--- src/rtl/bcd_time_pkg.sv ---
// Shared types and helpers for the BCD time adjuster.
//   bcd_digit_t  : one BCD digit
//   adj_state_e  : button-hold FSM states
//   digit_max()  : largest legal value of digit idx (even -> 9, odd -> 5)
package bcd_time_pkg;

  typedef logic [3:0] bcd_digit_t;

  typedef enum logic [2:0] {
    IDLE,
    INC_HOLD,
    INC_RPT,
    DEC_HOLD,
    DEC_RPT
  } adj_state_e;

  function automatic int digit_max(input int idx);
    return (idx % 2 == 0) ? 9 : 5;
  endfunction

endpackage

--- src/rtl/bcd_time_adjuster_if.sv ---
// Control/data bundle between the button/preset side and the time adjuster.
//   load, in_time, add, sub       : driven by the master (button/preset logic)
//   out_time, wrap, load_err, busy : driven by the slave (bcd_time_adjuster)
interface bcd_time_adjuster_if #(
  parameter int NUM_DIGITS = 4
);
  logic                    load;
  logic [4*NUM_DIGITS-1:0] in_time;
  logic                    add;
  logic                    sub;
  logic [4*NUM_DIGITS-1:0] out_time;
  logic                    wrap;
  logic                    load_err;
  logic                    busy;

  modport master (
    output load, in_time, add, sub,
    input  out_time, wrap, load_err, busy
  );

  modport slave (
    input  load, in_time, add, sub,
    output out_time, wrap, load_err, busy
  );
endinterface

--- src/rtl/bcd_digit_counter.sv ---
// One adjustable BCD digit counting 0..MAX.
//   inc/dec : a step up/down is in progress this cycle
//   cin/bin : carry/borrow arriving from the next-lower digit
//   load/d  : synchronous preset (d is already range-checked by the caller)
//   q       : current digit value
//   cout    : this digit wraps MAX->0 during an up step
//   bout    : this digit wraps 0->MAX during a down step
module bcd_digit_counter
  import bcd_time_pkg::*;
#(
  parameter int MAX = 9
) (
  input  logic       clk,
  input  logic       rst_n,
  input  logic       inc,
  input  logic       dec,
  input  logic       cin,
  input  logic       bin,
  input  logic       load,
  input  bcd_digit_t d,
  output bcd_digit_t q,
  output logic       cout,
  output logic       bout
);

  localparam bcd_digit_t MAX_D = 4'(MAX);

  bcd_digit_t q_q, q_d;

  assign q    = q_q;
  assign cout = inc & cin & (q_q == MAX_D);
  assign bout = dec & bin & (q_q == 4'd0);

  always_comb begin
    q_d = q_q;
    if (load)           q_d = d;
    else if (inc & cin) q_d = (q_q == MAX_D) ? 4'd0 : q_q + 4'd1;
    else if (dec & bin) q_d = (q_q == 4'd0) ? MAX_D : q_q - 4'd1;
  end

  always_ff @(posedge clk or negedge rst_n) begin
    if (!rst_n) q_q <= '0;
    else        q_q <= q_d;
  end

endmodule

--- src/rtl/bcd_time_adjuster.sv ---
// N-digit BCD time register with +1/-1 adjustment at digit ADJ_LSD, full
// carry/borrow ripple into the higher digits, and hold-to-repeat.
//   clk, rst_n : clock, async active-low reset
//   bus.load / bus.in_time : preset; out-of-range digits load as 0 and set load_err
//   bus.add / bus.sub      : debounced level buttons
//   bus.out_time           : registered time value
//   bus.wrap               : 1-cycle pulse when the top digit over/underflows
//   bus.load_err           : sticky bad-preset flag, cleared by a clean load
//   bus.busy               : a button hold is in progress
module bcd_time_adjuster
  import bcd_time_pkg::*;
#(
  parameter int NUM_DIGITS   = 4,
  parameter int ADJ_LSD      = 2,
  parameter int REPEAT_DELAY = 500,
  parameter int REPEAT_RATE  = 100
) (
  input logic              clk,
  input logic              rst_n,
  bcd_time_adjuster_if.slave bus
);

  localparam int CNT_MAX = (REPEAT_DELAY > REPEAT_RATE) ? REPEAT_DELAY : REPEAT_RATE;
  localparam int CNT_W   = $clog2(CNT_MAX);
  localparam logic [CNT_W-1:0] DLY_LAST  = CNT_W'(REPEAT_DELAY - 1);
  localparam logic [CNT_W-1:0] RATE_LAST = CNT_W'(REPEAT_RATE - 1);

  adj_state_e                      state_q, state_d;
  logic [CNT_W-1:0]                cnt_q, cnt_d;
  logic                            add_q, sub_q;
  logic                            wrap_q, wrap_d;
  logic                            err_q, err_d;
  logic                            busy_q, busy_d;
  logic                            step_up, step_dn;
  logic                            load_bad;
  logic [NUM_DIGITS-1:0][3:0]      load_dig;
  logic [NUM_DIGITS-1:0][3:0]      digits;
  logic [NUM_DIGITS:ADJ_LSD]       carry, borrow;

  // ---------------- button edges / FSM ----------------
  logic add_only, sub_only, add_rise, sub_rise, inc_side, is_hold, btn_ok, hit;

  assign add_only = bus.add & ~bus.sub;
  assign sub_only = bus.sub & ~bus.add;
  assign add_rise = bus.add & ~add_q;
  assign sub_rise = bus.sub & ~sub_q;
  assign inc_side = (state_q == INC_HOLD) || (state_q == INC_RPT);
  assign is_hold  = (state_q == INC_HOLD) || (state_q == DEC_HOLD);
  assign btn_ok   = inc_side ? add_only : sub_only;
  assign hit      = (cnt_q == (is_hold ? DLY_LAST : RATE_LAST));

  always_comb begin
    state_d = state_q;
    cnt_d   = cnt_q;
    step_up = 1'b0;
    step_dn = 1'b0;
    if (bus.load) begin
      // load wins; a still-held button has no new edge, so it must be re-pressed
      state_d = IDLE;
      cnt_d   = '0;
    end else if (state_q == IDLE) begin
      cnt_d = '0;
      if (add_only && add_rise) begin
        step_up = 1'b1;
        state_d = INC_HOLD;
      end else if (sub_only && sub_rise) begin
        step_dn = 1'b1;
        state_d = DEC_HOLD;
      end
    end else if (!btn_ok) begin
      // released, or the other button joined in
      state_d = IDLE;
      cnt_d   = '0;
    end else if (hit) begin
      step_up = inc_side;
      step_dn = ~inc_side;
      state_d = inc_side ? INC_RPT : DEC_RPT;
      cnt_d   = '0;
    end else begin
      cnt_d = cnt_q + 1'b1;
    end
  end

  // ---------------- preset range check ----------------
  always_comb begin
    bcd_digit_t dig;
    dig      = '0;
    load_bad = 1'b0;
    load_dig = '0;
    for (int i = 0; i < NUM_DIGITS; i++) begin
      dig = bus.in_time[4*i +: 4];
      if (int'(dig) > digit_max(i)) begin
        dig      = '0;
        load_bad = 1'b1;
      end
      load_dig[i] = dig;
    end
  end

  assign wrap_d = (step_up & carry[NUM_DIGITS]) | (step_dn & borrow[NUM_DIGITS]);
  assign err_d  = bus.load ? load_bad : err_q;
  assign busy_d = (state_d != IDLE);

  always_ff @(posedge clk or negedge rst_n) begin
    if (!rst_n) begin
      state_q <= IDLE;
      cnt_q   <= '0;
      // buttons held through reset must not count as a fresh press
      add_q   <= 1'b1;
      sub_q   <= 1'b1;
      wrap_q  <= 1'b0;
      err_q   <= 1'b0;
      busy_q  <= 1'b0;
    end else begin
      state_q <= state_d;
      cnt_q   <= cnt_d;
      add_q   <= bus.add;
      sub_q   <= bus.sub;
      wrap_q  <= wrap_d;
      err_q   <= err_d;
      busy_q  <= busy_d;
    end
  end

  // ---------------- digit datapath ----------------
  assign carry[ADJ_LSD]  = 1'b1;
  assign borrow[ADJ_LSD] = 1'b1;

  for (genvar i = 0; i < NUM_DIGITS; i++) begin : g_dig
    if (i >= ADJ_LSD) begin : g_adj
      bcd_digit_counter #(.MAX(digit_max(i))) u_cnt (
        .clk  (clk),
        .rst_n(rst_n),
        .inc  (step_up),
        .dec  (step_dn),
        .cin  (carry[i]),
        .bin  (borrow[i]),
        .load (bus.load),
        .d    (load_dig[i]),
        .q    (digits[i]),
        .cout (carry[i+1]),
        .bout (borrow[i+1])
      );
    end else begin : g_hold
      bcd_digit_t hold_q;
      always_ff @(posedge clk or negedge rst_n) begin
        if (!rst_n)        hold_q <= '0;
        else if (bus.load) hold_q <= load_dig[i];
      end
      assign digits[i] = hold_q;
    end
  end

  assign bus.out_time = digits;
  assign bus.wrap     = wrap_q;
  assign bus.load_err = err_q;
  assign bus.busy     = busy_q;

endmodule

--- src/flat_wrapper.sv ---
// flat-port wrapper written by rule: the top's interface ports become plain ports
module bcd_time_adjuster_flat import bcd_time_pkg::*;
#(
  parameter int NUM_DIGITS   = 4,
  parameter int ADJ_LSD      = 2,
  parameter int REPEAT_DELAY = 500,
  parameter int REPEAT_RATE  = 100
)
  (clk, rst_n, bus_load, bus_in_time, bus_add, bus_sub, bus_out_time, bus_wrap, bus_load_err, bus_busy);
  bcd_time_adjuster_if #(.NUM_DIGITS(NUM_DIGITS)) bus_i ();
  input logic clk;
  input logic rst_n;
  input wire logic [$bits(bus_i.load)-1:0] bus_load;
  input wire logic [$bits(bus_i.in_time)-1:0] bus_in_time;
  input wire logic [$bits(bus_i.add)-1:0] bus_add;
  input wire logic [$bits(bus_i.sub)-1:0] bus_sub;
  output wire logic [$bits(bus_i.out_time)-1:0] bus_out_time;
  output wire logic [$bits(bus_i.wrap)-1:0] bus_wrap;
  output wire logic [$bits(bus_i.load_err)-1:0] bus_load_err;
  output wire logic [$bits(bus_i.busy)-1:0] bus_busy;
  assign bus_i.load = bus_load;
  assign bus_i.in_time = bus_in_time;
  assign bus_i.add = bus_add;
  assign bus_i.sub = bus_sub;
  assign bus_out_time = bus_i.out_time;
  assign bus_wrap = bus_i.wrap;
  assign bus_load_err = bus_i.load_err;
  assign bus_busy = bus_i.busy;
  bcd_time_adjuster #(.NUM_DIGITS(NUM_DIGITS), .ADJ_LSD(ADJ_LSD), .REPEAT_DELAY(REPEAT_DELAY), .REPEAT_RATE(REPEAT_RATE)) u_core (.clk(clk), .rst_n(rst_n), .bus(bus_i));
endmodule
--- config.mk ---
export PLATFORM = sky130hd
export DESIGN_NAME = bcd_time_adjuster_flat
export DESIGN_NICKNAME = d
export VERILOG_FILES = /design/src/rtl/bcd_time_pkg.sv /design/src/rtl/bcd_time_adjuster_if.sv /design/src/rtl/bcd_digit_counter.sv /design/src/rtl/bcd_time_adjuster.sv /design/src/flat_wrapper.sv
export SDC_FILE = /design/constraint.sdc
export NUM_CORES = 1
export LEC_CHECK = 0
export ABC_CLOCK_PERIOD_IN_PS = 2350
export CELL_PAD_IN_SITES_DETAIL_PLACEMENT = 0
export CELL_PAD_IN_SITES_GLOBAL_PLACEMENT = 1
export CORE_MARGIN = 1
export CORE_UTILIZATION = 34
export CTS_CLUSTER_SIZE = 10
export DETAILED_ROUTE_END_ITERATION = 10
export GPL_TIMING_DRIVEN = 0
export PLACE_DENSITY_LB_ADDON = 0.25
export SETUP_SLACK_MARGIN = 0.3
export SYNTH_ARGS = -nofsm -noshare
export SYNTH_HDL_FRONTEND = slang
export SYNTH_SLANG_ARGS = --single-unit
--- constraint.sdc ---
create_clock -name clk -period 2.35 [get_ports clk]
set_input_delay 0.3525 -clock clk [delete_from_list [all_inputs] [get_ports clk]]
set_output_delay 0.3525 -clock clk [all_outputs]
set_load 0.02 [all_outputs]
==> results of run 1 <==
## final cells by class
type                       count  area share (%)
buffer                        14            2.82
clock buffer                   6            2.91
clock inverter                 1           0.264
inverter                      11            1.45
multi-input combinational    176            43.0
sequential                    33            29.2
tap                           72            3.17
timing repair buffer          53            17.2
## repair_timing
| item | 4_1_cts | 5_1_grt |
|---|---|---|
| resized for setup | 16 | 13 |
| setup buffers | 12 | 3 |
| endpoints found under the setup margin | 8 | 13 |
| hold endpoints to repair | 0 | 0 |
| pin swaps | 8 | 7 |
| hold buffers | 0 | 0 |
## worst register-to-register path: cells and delay by family (launching register included)
kind                   cells  cell delay, ns
and+or+nand+nor            2            0.52
muxes                      1            0.31
DFF                        1            0.39
buffers and inverters      1            0.18
AOI/OAI and AO/OA          3            0.57
## final timing paths
check,from,end,depth (start not counted)
min in group clk,bus_add,u_core.add_q,1
min reg2reg,u_core.bus.load_err,u_core.bus.load_err,1
min,rst_n,u_core.g_dig[2].g_adj.u_cnt.q[1],1
max,u_core.cnt_q[8],u_core.g_dig[3].g_adj.u_cnt.q[1],7
max in group asynchronous,rst_n,u_core.cnt_q[5],1
max reg2reg,u_core.cnt_q[8],u_core.g_dig[3].g_adj.u_cnt.q[1],7
## layer usage
metal	vias up	track usage [%]	wire, µm
li1	974	-	-
met1	932	26.0	2610
met2	38	27.0	2370
met3	6	4.57	241
met4	0	5.36	59
met5	-	0	0
## where the power goes
| part | switching (mW) | internal, mW | total [mW] |
|---|---|---|---|
| Clock | 0.229 | 0.232 | 0.461 |
| Combinational | 0.306 | 0.251 | 0.557 |
| Sequential | 0.0453 | 0.617 | 0.662 |
## placed cells by master (no fill, tap or decap), types with 4 or more instances in the layout
cell type,netlist,routed
clkdlybuf4s50_1,0,35
dfrtp_1,31,31
nor2_1,22,22
nand2_1,20,19
o21ai_0,14,14
buf_4,0,14
nand3_1,13,13
a21oi_1,12,12
inv_1,11,11
clkbuf_1,8,8
nor3_1,7,6
clkbuf_8,0,6
nand2b_1,6,5
xor2_1,5,5
buf_6,1,4
and3_1,5,4
o31ai_1,5,4
o32ai_1,5,4
## registers in the layout, indices dropped and copies added, names as in the netlist
register / cells
u_core.bus.load_err: 1
u_core.cnt_q: 9
u_core.bus.busy: 1
u_core.sub_q: 1
u_core.g_dig.g_adj.u_cnt.q: 8
u_core.add_q: 1
u_core.state_q: 3
u_core.bus.wrap: 1
u_core.g_dig.g_hold.hold_q: 8
## cell families (layout without fill, tap and decap cells)
group / count (synthesis) / after routing / share of synthesized area (%)
flops: 33 / 33 / 40.3
fa+ha+maj: 1 / 1 / 0.609
compound gates: 66 / 66 / 23.2
xor+xnor: 8 / 8 / 3.41
simple gates: 96 / 96 / 24.5
buf+inv: 25 / 85 / 5.18
mux: 5 / 5 / 2.74
## metrics by stage
step | util, % | hold WS, ns
detailed placement | 44.4 | 0.476
finish | 50.0 | 0.124
global route | 50.0 | 0.208
floorplan | - | 0.0569
CTS | 48.5 | 0.168
global placement | 44.5 | 0.467
==> key figures, run 1 <==
Setup path
  • Required @ worst endpoint: 2.56 ns
  • Crit path max-delay family: compound AO/OA/AOI/OAI gates
  • Buf+Inv Stages, Crit Path: 1
  • Max incr delay on CP: 0.39 ns
  • Critical path arrival: 2.26 ns
  • CP max stage cell: dfrtp_1
  • CP Max Fanout: 4
  • R2R setup slack: 0.30 ns
  • Crit path cell chain: or3_4 > mux2_4 > o31ai_4 > buf_4 > and3_1 > o32ai_1 > o221ai_1
  • Critical Path Sink Type: flop
  • Crit Path Category: reg -> reg
  • CP Launch Type: flop

Timing
  • Final-report setup violation count: 0
  • Setup repair after global routing missed its margin: yes
  • Fmax achieved: 488 MHz
  • Max Slew Vio Count: 0
  • Slew headroom: 49.4%
  • Final Worst Setup Slack: 0.301 ns
  • Tcrit/Tclk final: 87.2%
  • Clock Skews: 0.0140 ns
  • Tightest Pin Transition: 0.760 ns
  • Final Hold Fails: 0
  • Period minus WS final: 2.05 ns
  • Setup TNS: 0 ns

Min path
  • Hold WC Path Type: in -> async

Yosys
  • Cell accounting for the most synthesized area: dfrtp_1
  • Post-synth EDFFs: 0
  • Synth Cell Area: 2050 µm²
  • Mean Syn Cell Area: 8.78 µm²
  • Synthesis Warnings: 0
  • Top cells by count, synth: dfrtp_1, nor2_1, nand2_1
  • Post-synth net total: 256
  • Synth async-reset ratio: 100%
  • Synth top area share: 37.8%
  • Prevailing post-synth register cell: dfrtp_1
  • Sequential area share after synthesis: 40.3%
  • FF+latch count, synth: 33
  • Synth area leaders: dfrtp_1, nor2_1, nand2_1, o21ai_0, nand3_1
  • Library cells used by synthesis: 52
  • Most frequent cell after synthesis: dfrtp_1
  • Mapped Cells: 234

Flow run
  • Max cap viols: 0

GRT
  • First-pass GRT wire length: 8910 µm
  • Vias in the first global route: 1845
  • Overflow after GRT: 0
  • GRT Total Usage: 18.2%
  • Initial antenna violation count: 0
  • Largest net degree at the start of global routing: 34

Clocking
  • Reg clk slew, reported paths: 0.08 ns
  • Root buffer cell: clkbuf_8
  • Cts bufs inserted: 5
  • H-tree level count: 2
  • Worst-Skew Late Latency: 0.29 ns
  • Clock Tree Buf Depth: 2
  • Clock Sinks: 33
  • CTS tree: yes

Place
  • Placed cell area: 2520 µm²
  • Pre-CTS WS: -0.143 ns
  • Post-DP HPWL: 3560 µm
  • RD Place Congestion: 0.766
  • Placed insts: 344
  • Port Buffer Count: 38

Die
  • Row cnt: 27
  • Die X: 79.7 µm
  • Top Ports: 40
  • Starting density of the core: 36.2%
  • DIE AREA: 6360 µm²
  • Area of the core: 5680 µm²
  • DIE HEIGHT: 79.7 µm

Layout
  • Layout overhead on the synthesized area: 38.2%
  • Multi-input logic area: 1220 µm²
  • # fillers: 566
  • Post-route cell area: 2840 µm²
  • Antenna cell count: 0
  • Non-Filler Instances: 366
  • Final Net Count: 316
  • Reg area: 828 µm²
  • Proportion of layout cells with a drive suffix above 1: 18.4%

Run status
  • Status: finished, final reports clean

Routing
  • Post-DRT Antenna Nets: 0
  • Routed WL: 5290 µm
  • Routed vias: 1950
  • First-pass detailed-route iteration total: 4
  • Via-to-Cell Ratio: 5.33
  • Initial detailed-routing violation count: 122
  • Drt wl/cell: 14.5 µm
  • Remaining DRCs: 0

Power and ir drop
  • Cell Pwr Density: 592 nW/µm²
  • P_leak: 1.14 nW
  • VDD IR max: 0.272 mV
  • Final Total Pwr: 1.68 mW
Power figures use the tool's default switching activity.
==> run 2, diff against run 1 <==
--- a/config.mk
+++ b/config.mk
@@ -6,10 +6,9 @@
 export NUM_CORES = 1
 export LEC_CHECK = 0
 export ABC_CLOCK_PERIOD_IN_PS = 2350
-export CELL_PAD_IN_SITES_DETAIL_PLACEMENT = 0
-export CELL_PAD_IN_SITES_GLOBAL_PLACEMENT = 1
 export CORE_MARGIN = 1
 export CORE_UTILIZATION = 34
+export CTS_CLUSTER_DIAMETER = 150
 export CTS_CLUSTER_SIZE = 10
 export DETAILED_ROUTE_END_ITERATION = 10
 export GPL_TIMING_DRIVEN = 0
==> run 2 against run 1 <==
Clock skew is 0.0066 ns lower; utilization is 0.82 points lower; sequential power barely moved; cell area fell by 1.6%; sequential share of layout area increased by 0.48 points; non-clock buffer count fell by 4; critical endpoint is now u_core.g_dig[3].g_adj.u_cnt.q[0]; highest routed layer unchanged.
==> key figures, run 2 (synthesis gave the netlist of run 1 again) <==
Run status
  • Status: finished, final reports clean

Layout
  • Proportion of layout cells with a drive suffix above 1: 16.5% (-1.9 points)
  • Antenna cell count: 0 (unchanged)
  • Final core utilization: 49.2% (-0.82 points)
  • Layout overhead on the synthesized area: 35.9%
  • Final Net Count: 312 (-1.3%)
  • Commonest non-fill, non-tap cell in the layout: clkdlybuf4s50_1
  • Non-Filler Instances: 363 (-0.82%)
  • Commonest non-fill, non-tap cells in the layout: clkdlybuf4s50_1, dfrtp_1, nor2_1, nand2_1, o21ai_0
  • Reg with most FFs: u_core.cnt_q
  • # fillers: 554 (-2.1%)
  • Max reg flops: 9 (unchanged)

Routing
  • Drt wl/cell: 14.8 µm (+2.4%)
  • Initial detailed-routing violation count: 210 (+72%)
  • Routed WL: 5370 µm (+1.6%)
  • Post-DRT Antenna Nets: 0 (unchanged)
  • Met2 WL: 2400 µm (+0.93%)
  • WL met1: 2510 µm (-4.1%)
  • First-pass detailed-route iteration total: 4 (unchanged)
  • Highest Signal Layer: met4
  • Via-to-Cell Ratio: 5.39 (+1.2%)
  • Remaining DRCs: 0 (unchanged)
  • Met3 routed WL: 370 µm (+54%)
  • Routed vias: 1958 (+0.41%)

Min path
  • Hold WC Path Type: in -> async

Power and ir drop
  • Final Total Pwr: 1.68 mW (+0.21%)
  • Cell Pwr Density: 603 nW/µm² (+1.9%)
  • Power Internal: 1.11 mW (+0.90%)
  • Sequential Power Share: 39.5% (about the same)
  • VDD IR max: 0.247 mV (-9.4%)
  • Clk pwr share: 26.6% (-0.8 points)
  • P_leak: 1.14 nW (-0.58%)
  • Gate power share: 33.9% (+0.7 points)
  • Switch Pwr: 573 µW (-1.1%)
  • Sw Share: 34.1% (-0.45 points)

Clocking
  • CTS tree: yes
  • Clock Sinks: 33 (unchanged)
  • Hold_buf cts: 0 (unchanged)
  • Clock Tree Buf Depth: 2 (unchanged)
  • H-tree level count: 2 (unchanged)
  • Worst-Skew Late Latency: 0.29 ns (about the same)
  • Reg clk slew, reported paths: 0.07 ns (about the same)
  • Cts bufs inserted: 5 (unchanged)
  • Root buffer cell: clkbuf_8

GRT
  • Initial antenna violation count: 0 (unchanged)
  • Vias in the first global route: 1928 (+4.5%)
  • GRT Total Usage: 18.9% (+0.63 points)
  • Overflow after GRT: 0 (unchanged)
  • First-pass GRT wire length: 9260 µm (+4.0%)
  • Largest net degree at the start of global routing: 34 (unchanged)

Setup path
  • Crit path max-delay family: multiplexers
  • Worst r2r src: u_core.cnt_q[4]
  • CP Launch Type: flop
  • Critical path arrival: 2.26 ns (about the same)
  • Buf+Inv Stages, Crit Path: 0 (-1)
  • Most common cell on crit path: mux2_4
  • R2r worst-path depth: 5 (-2)
  • R2R setup slack: 0.27 ns (-0.03 ns)
  • Crit Path Category: reg -> reg
  • Critical Path Sink Type: flop
  • Crit path cell chain: or3_4 > mux2_4 > o31ai_4 > a22o_1 > mux2_4
  • CP max stage cell: dfrtp_1
  • Required @ worst endpoint: 2.53 ns (-0.03 ns)
  • Reg2Reg Capture Point: u_core.g_dig[3].g_adj.u_cnt.q[0]
  • Max incr delay on CP: 0.40 ns (about the same)
  • Crit path depth: 5 (-2)
  • CP Max Fanout: 4 (unchanged)

Die
  • Die X: 79.7 µm (unchanged)
  • Area of the core: 5680 µm² (unchanged)
  • DIE AREA: 6360 µm² (unchanged)
  • DIE HEIGHT: 79.7 µm (unchanged)
  • Row cnt: 27 (unchanged)
  • Starting density of the core: 36.2% (unchanged)
  • Top Ports: 40 (unchanged)

Timing
  • Final-report setup violation count: 0 (unchanged)
  • Period minus WS final: 2.08 ns (+0.0322 ns)
  • Tcrit/Tclk final: 88.6% (+1.4 points)
  • Setup repair after global routing missed its margin: yes
  • Slew headroom: 50.9% (+1.6 points)
  • Final Worst Setup Slack: 0.268 ns (-0.0322 ns)
  • Clock Skews: 0.00732 ns (-0.00663 ns)
  • Fmax achieved: 480 MHz (-1.5%)
  • Max Slew Vio Count: 0 (unchanged)
  • Tightest Pin Transition: 0.736 ns (-0.0235 ns)
  • Final Hold Fails: 0 (unchanged)
  • Setup TNS: 0 ns (unchanged)

Place
  • Placed insts: 344 (unchanged)
  • Pre-CTS WS: -0.134 ns (+0.00985 ns)
  • RD Place Congestion: 0.860 (+12%)
  • Post-DP HPWL: 3660 µm (+2.7%)
  • Port Buffer Count: 38 (unchanged)

Flow run
  • Max cap viols: 0 (unchanged)
==> run 2: changes by cell type in the layout (fill, tap and decap cells not counted), moves of 2 or more <==
cell      change
o21ai_1       -2
buf_6         -3
o21ai_2       +2
clkbuf_1      +2
==> run 2: layout make-up <==
class	instances	area (µm²)	share of cell area, %
Clock buffer	8	90.1	3.23
Buffer	14	72.6	2.60
Timing Repair Buffer	49	455	16.3
Sequential cell	33	828	29.7
Tap cell	72	90.1	3.23
Multi-Input combinational cell	176	1210	43.5
Inverter	11	41.3	1.48
==> run 2: worst register-to-register path, cell delays in order (launching register included) <==
cell	delay (ns)
dfrtp_1	0.40
or3_4	0.39
mux2_4	0.31
o31ai_4	0.31
a22o_1	0.27
mux2_4	0.31
==> run 2: power groups by stage <==
stage / Clock [mW] / Combinational [mW] / Sequential, mW
after floorplan: 0 / 0.263 / 0.716
after detailed placement: 0 / 0.515 / 0.672
after CTS: 0.456 / 0.544 / 0.663
final: 0.448 / 0.571 / 0.664
after global routing: 0.491 / 0.628 / 0.672
after global placement: 0 / 0.511 / 0.671
==> run 2: how the worst max path moves through the flow <==
stage	startpoint	end
finish	u_core.cnt_q[4]	u_core.g_dig[3].g_adj.u_cnt.q[0]
global route	u_core.cnt_q[4]	u_core.g_dig[3].g_adj.u_cnt.q[2]
global placement	bus_add	u_core.g_dig[3].g_adj.u_cnt.q[0]
CTS	u_core.cnt_q[8]	u_core.g_dig[3].g_adj.u_cnt.q[0]
floorplan	u_core.cnt_q[4]	u_core.g_dig[3].g_adj.u_cnt.q[0]
detailed placement	bus_add	u_core.g_dig[3].g_adj.u_cnt.q[1]
==> run 2: what timing repair did <==
item / in CTS / in global routing
buffers inserted: 10 / 1
pin swaps: 10 / 5
setup endpoints to repair: 9 / 9
gates resized for setup: 16 / 12
==> run 2: metal layers <==
layer,track usage (%),vias to the layer above
li1,-,962
met1,25.1,926
met2,28.8,60
met3,5.49,10
met4,7.32,0
met5,0,-
==> run 2: stage by stage <==
step,hold slack [ns],instance area (µm²)
2_1_floorplan,0.0569,2050
3_3_place_gp,0.464,2520
3_5_place_dp,0.472,2520
4_1_cts,0.158,2740
5_1_grt,0.206,2790
6_report,0.119,2790
==> run 3, diff against run 2 <==
--- a/config.mk
+++ b/config.mk
@@ -5,7 +5,7 @@
 export SDC_FILE = /design/constraint.sdc
 export NUM_CORES = 1
 export LEC_CHECK = 0
-export ABC_CLOCK_PERIOD_IN_PS = 2350
+export ABC_CLOCK_PERIOD_IN_PS = 2200
 export CORE_MARGIN = 1
 export CORE_UTILIZATION = 34
 export CTS_CLUSTER_DIAMETER = 150
==> constraint.sdc (replaced) <==
create_clock -name clk -period 2.2 [get_ports clk]
set_input_delay 0.33 -clock clk [delete_from_list [all_inputs] [get_ports clk]]
set_output_delay 0.33 -clock clk [all_outputs]
set_load 0.02 [all_outputs]
==> run 3 against run 2 <==
Sequential power rose by 6.2%; critical path depth rose by 1; via count fell by 1.2%; setup slack got worse by 0.12 ns; clock power rose by 35%; global-route usage fell by 0.53 points; worst hold slack got worse by 0.014 ns; largest power group unchanged.
==> key figures, run 3 (synthesis gave the netlist of run 1 again) <==
Run status
  • Status: finished, final reports clean

Setup path
  • Critical path arrival: 2.23 ns (-0.03 ns)
  • Critical Path Sink Type: flop
  • Required @ worst endpoint: 2.38 ns (-0.15 ns)
  • Crit Path Category: reg -> reg
  • CP Max Fanout: 10 (+6)
  • CP Launch Type: flop

Routing
  • Post-DRT Antenna Nets: 0 (unchanged)
  • Routed WL: 5440 µm (+1.2%)
  • Routed vias: 1935 (-1.2%)
  • Initial detailed-routing violation count: 149 (-29%)
  • Remaining DRCs: 0 (unchanged)
  • Via-to-Cell Ratio: 5.23 (-3.0%)
  • First-pass detailed-route iteration total: 4 (unchanged)
  • Drt wl/cell: 14.7 µm (-0.69%)

Clocking
  • Reg clk slew, reported paths: 0.07 ns (about the same)
  • H-tree level count: 2 (unchanged)
  • Clock Tree Buf Depth: 2 (unchanged)
  • Root buffer cell: clkbuf_8
  • Cts bufs inserted: 5 (unchanged)
  • Hold_buf cts: 0 (unchanged)
  • Clock Sinks: 33 (unchanged)
  • CTS tree: yes
  • Worst-Skew Late Latency: 0.29 ns (about the same)

GRT
  • GRT Total Usage: 18.3% (-0.53 points)
  • Overflow after GRT: 0 (unchanged)
  • Initial antenna violation count: 0 (unchanged)
  • Vias in the first global route: 1906 (-1.1%)
  • Largest net degree at the start of global routing: 34 (unchanged)
  • First-pass GRT wire length: 8910 µm (-3.7%)

Layout
  • Multi-input logic area: 1230 µm² (+1.6%)
  • Layout overhead on the synthesized area: 41.5%
  • # fillers: 555 (+0.18%)
  • Non-Filler Instances: 370 (+1.9%)
  • Commonest non-fill, non-tap cells in the layout: clkdlybuf4s50_1, dfrtp_1, nor2_1, buf_4, nand2_1
  • Reg with most FFs: u_core.cnt_q
  • Proportion of layout cells with a drive suffix above 1: 21.5% (+5.0 points)
  • Reg area: 830 µm² (+0.15%)
  • Antenna cell count: 0 (unchanged)
  • Commonest non-fill, non-tap cell in the layout: clkdlybuf4s50_1
  • Max reg flops: 9 (unchanged)
  • Final Net Count: 319 (+2.2%)

Timing
  • Final Worst Setup Slack: 0.147 ns (-0.122 ns)
  • Tightest Pin Transition: 0.739 ns (+0.00302 ns)
  • Final Hold Fails: 0 (unchanged)
  • Slew headroom: 50.7% (-0.20 points)
  • Tcrit/Tclk final: 93.3% (+4.8 points)
  • Fmax achieved: 487 MHz (+1.4%)
  • Max Slew Vio Count: 0 (unchanged)
  • Clock Skews: 0.00337 ns (-0.00395 ns)
  • Setup repair after global routing missed its margin: yes
  • Period minus WS final: 2.05 ns (-0.0282 ns)
  • Final-report setup violation count: 0 (unchanged)
  • Hold slack: 0.105 ns (-0.0142 ns)

Place
  • Port Buffer Count: 38 (unchanged)
  • Placed insts: 344 (unchanged)
  • Post-DP HPWL: 3530 µm (-3.4%)
  • Pre-CTS WS: -0.266 ns (-0.133 ns)
  • RD Place Congestion: 0.864 (+0.40%)

Power and ir drop
  • Cell Pwr Density: 663 nW/µm² (+10%)
  • Final Total Pwr: 1.93 mW (+15%)
  • VDD IR max: 0.307 mV (+25%)
  • P_leak: 1.18 nW (+3.9%)

Flow run
  • Max cap viols: 0 (unchanged)

Die
  • Area of the core: 5680 µm² (unchanged)
  • DIE HEIGHT: 79.7 µm (unchanged)
  • Row cnt: 27 (unchanged)
  • Top Ports: 40 (unchanged)
  • Die X: 79.7 µm (unchanged)
  • Starting density of the core: 36.2% (unchanged)
  • DIE AREA: 6360 µm² (unchanged)

Min path
  • Hold WC Path Type: in -> async
run 3: changes by cell type in the layout (fill, tap and decap cells not counted), moves of 2 or more:
cell and change:
a21oi_2 +2, clkbuf_1 -2, a31oi_1 -2, buf_4 +5, buf_6 +2, a21oi_1 -2
run 3: final timing paths:
check,startpoint,endpoint,slack (ns),depth (start not counted)
worst max register to register,u_core.state_q[0],u_core.g_dig[3].g_adj.u_cnt.q[0],0.15,6
max in group asynchronous,rst_n,u_core.cnt_q[0],1.59,1
worst max-delay path,u_core.state_q[0],u_core.g_dig[3].g_adj.u_cnt.q[0],0.15,6
worst min-delay path,rst_n,u_core.cnt_q[2],0.11,1
worst min register to register,u_core.bus.load_err,u_core.bus.load_err,0.49,1
min in group clk,bus_add,u_core.add_q,0.27,1
run 3: layer usage:
metal | vias to the layer above | track usage, % | wire length (µm)
li1 | 971 | - | -
met1 | 903 | 23.8 | 2500
met2 | 55 | 29.7 | 2570
met3 | 6 | 4.00 | 282
met4 | 0 | 6.96 | 85
met5 | - | 0 | 0
run 3: critical path: stages, from the launching register on:
cell     delay [ns]
dfrtp_1        0.37
buf_4          0.17
or3_4          0.37
or3_4          0.36
o31ai_4        0.09
a22o_1         0.27
mux2_4         0.31
run 3: cell type report:
| type | count | share of cell area (%) |
|---|---|---|
| Clock inverter | 2 | 1.29 |
| Buffer | 14 | 2.62 |
| Tap cell | 72 | 3.10 |
| Inverter | 11 | 1.42 |
| Sequential cell | 33 | 28.5 |
| Clock buffer | 6 | 2.84 |
| Multi-Input combinational cell | 176 | 42.5 |
| Timing Repair Buffer | 56 | 17.7 |
run 3: timing repair:
action | in CTS | in global routing
setup buffers | 9 | 9
resized for setup | 10 | 23
setup endpoints to repair | 17 | 19
pin swaps | 6 | 11
run 3: power by group:
group,switching [mW],internal (mW)
Clock,0.235,0.368
Combinational,0.338,0.281
Sequential,0.0463,0.659
Total,0.619,1.31
run 3: through the flow:
stage	cell area [µm²]	util, %	TNS (ns)
floorplan	2070	-	0
global placement	2540	44.7	-1.55
detailed placement	2530	44.6	-1.74
CTS	2750	48.5	0
global route	2910	51.2	0
finish	2910	51.2	0
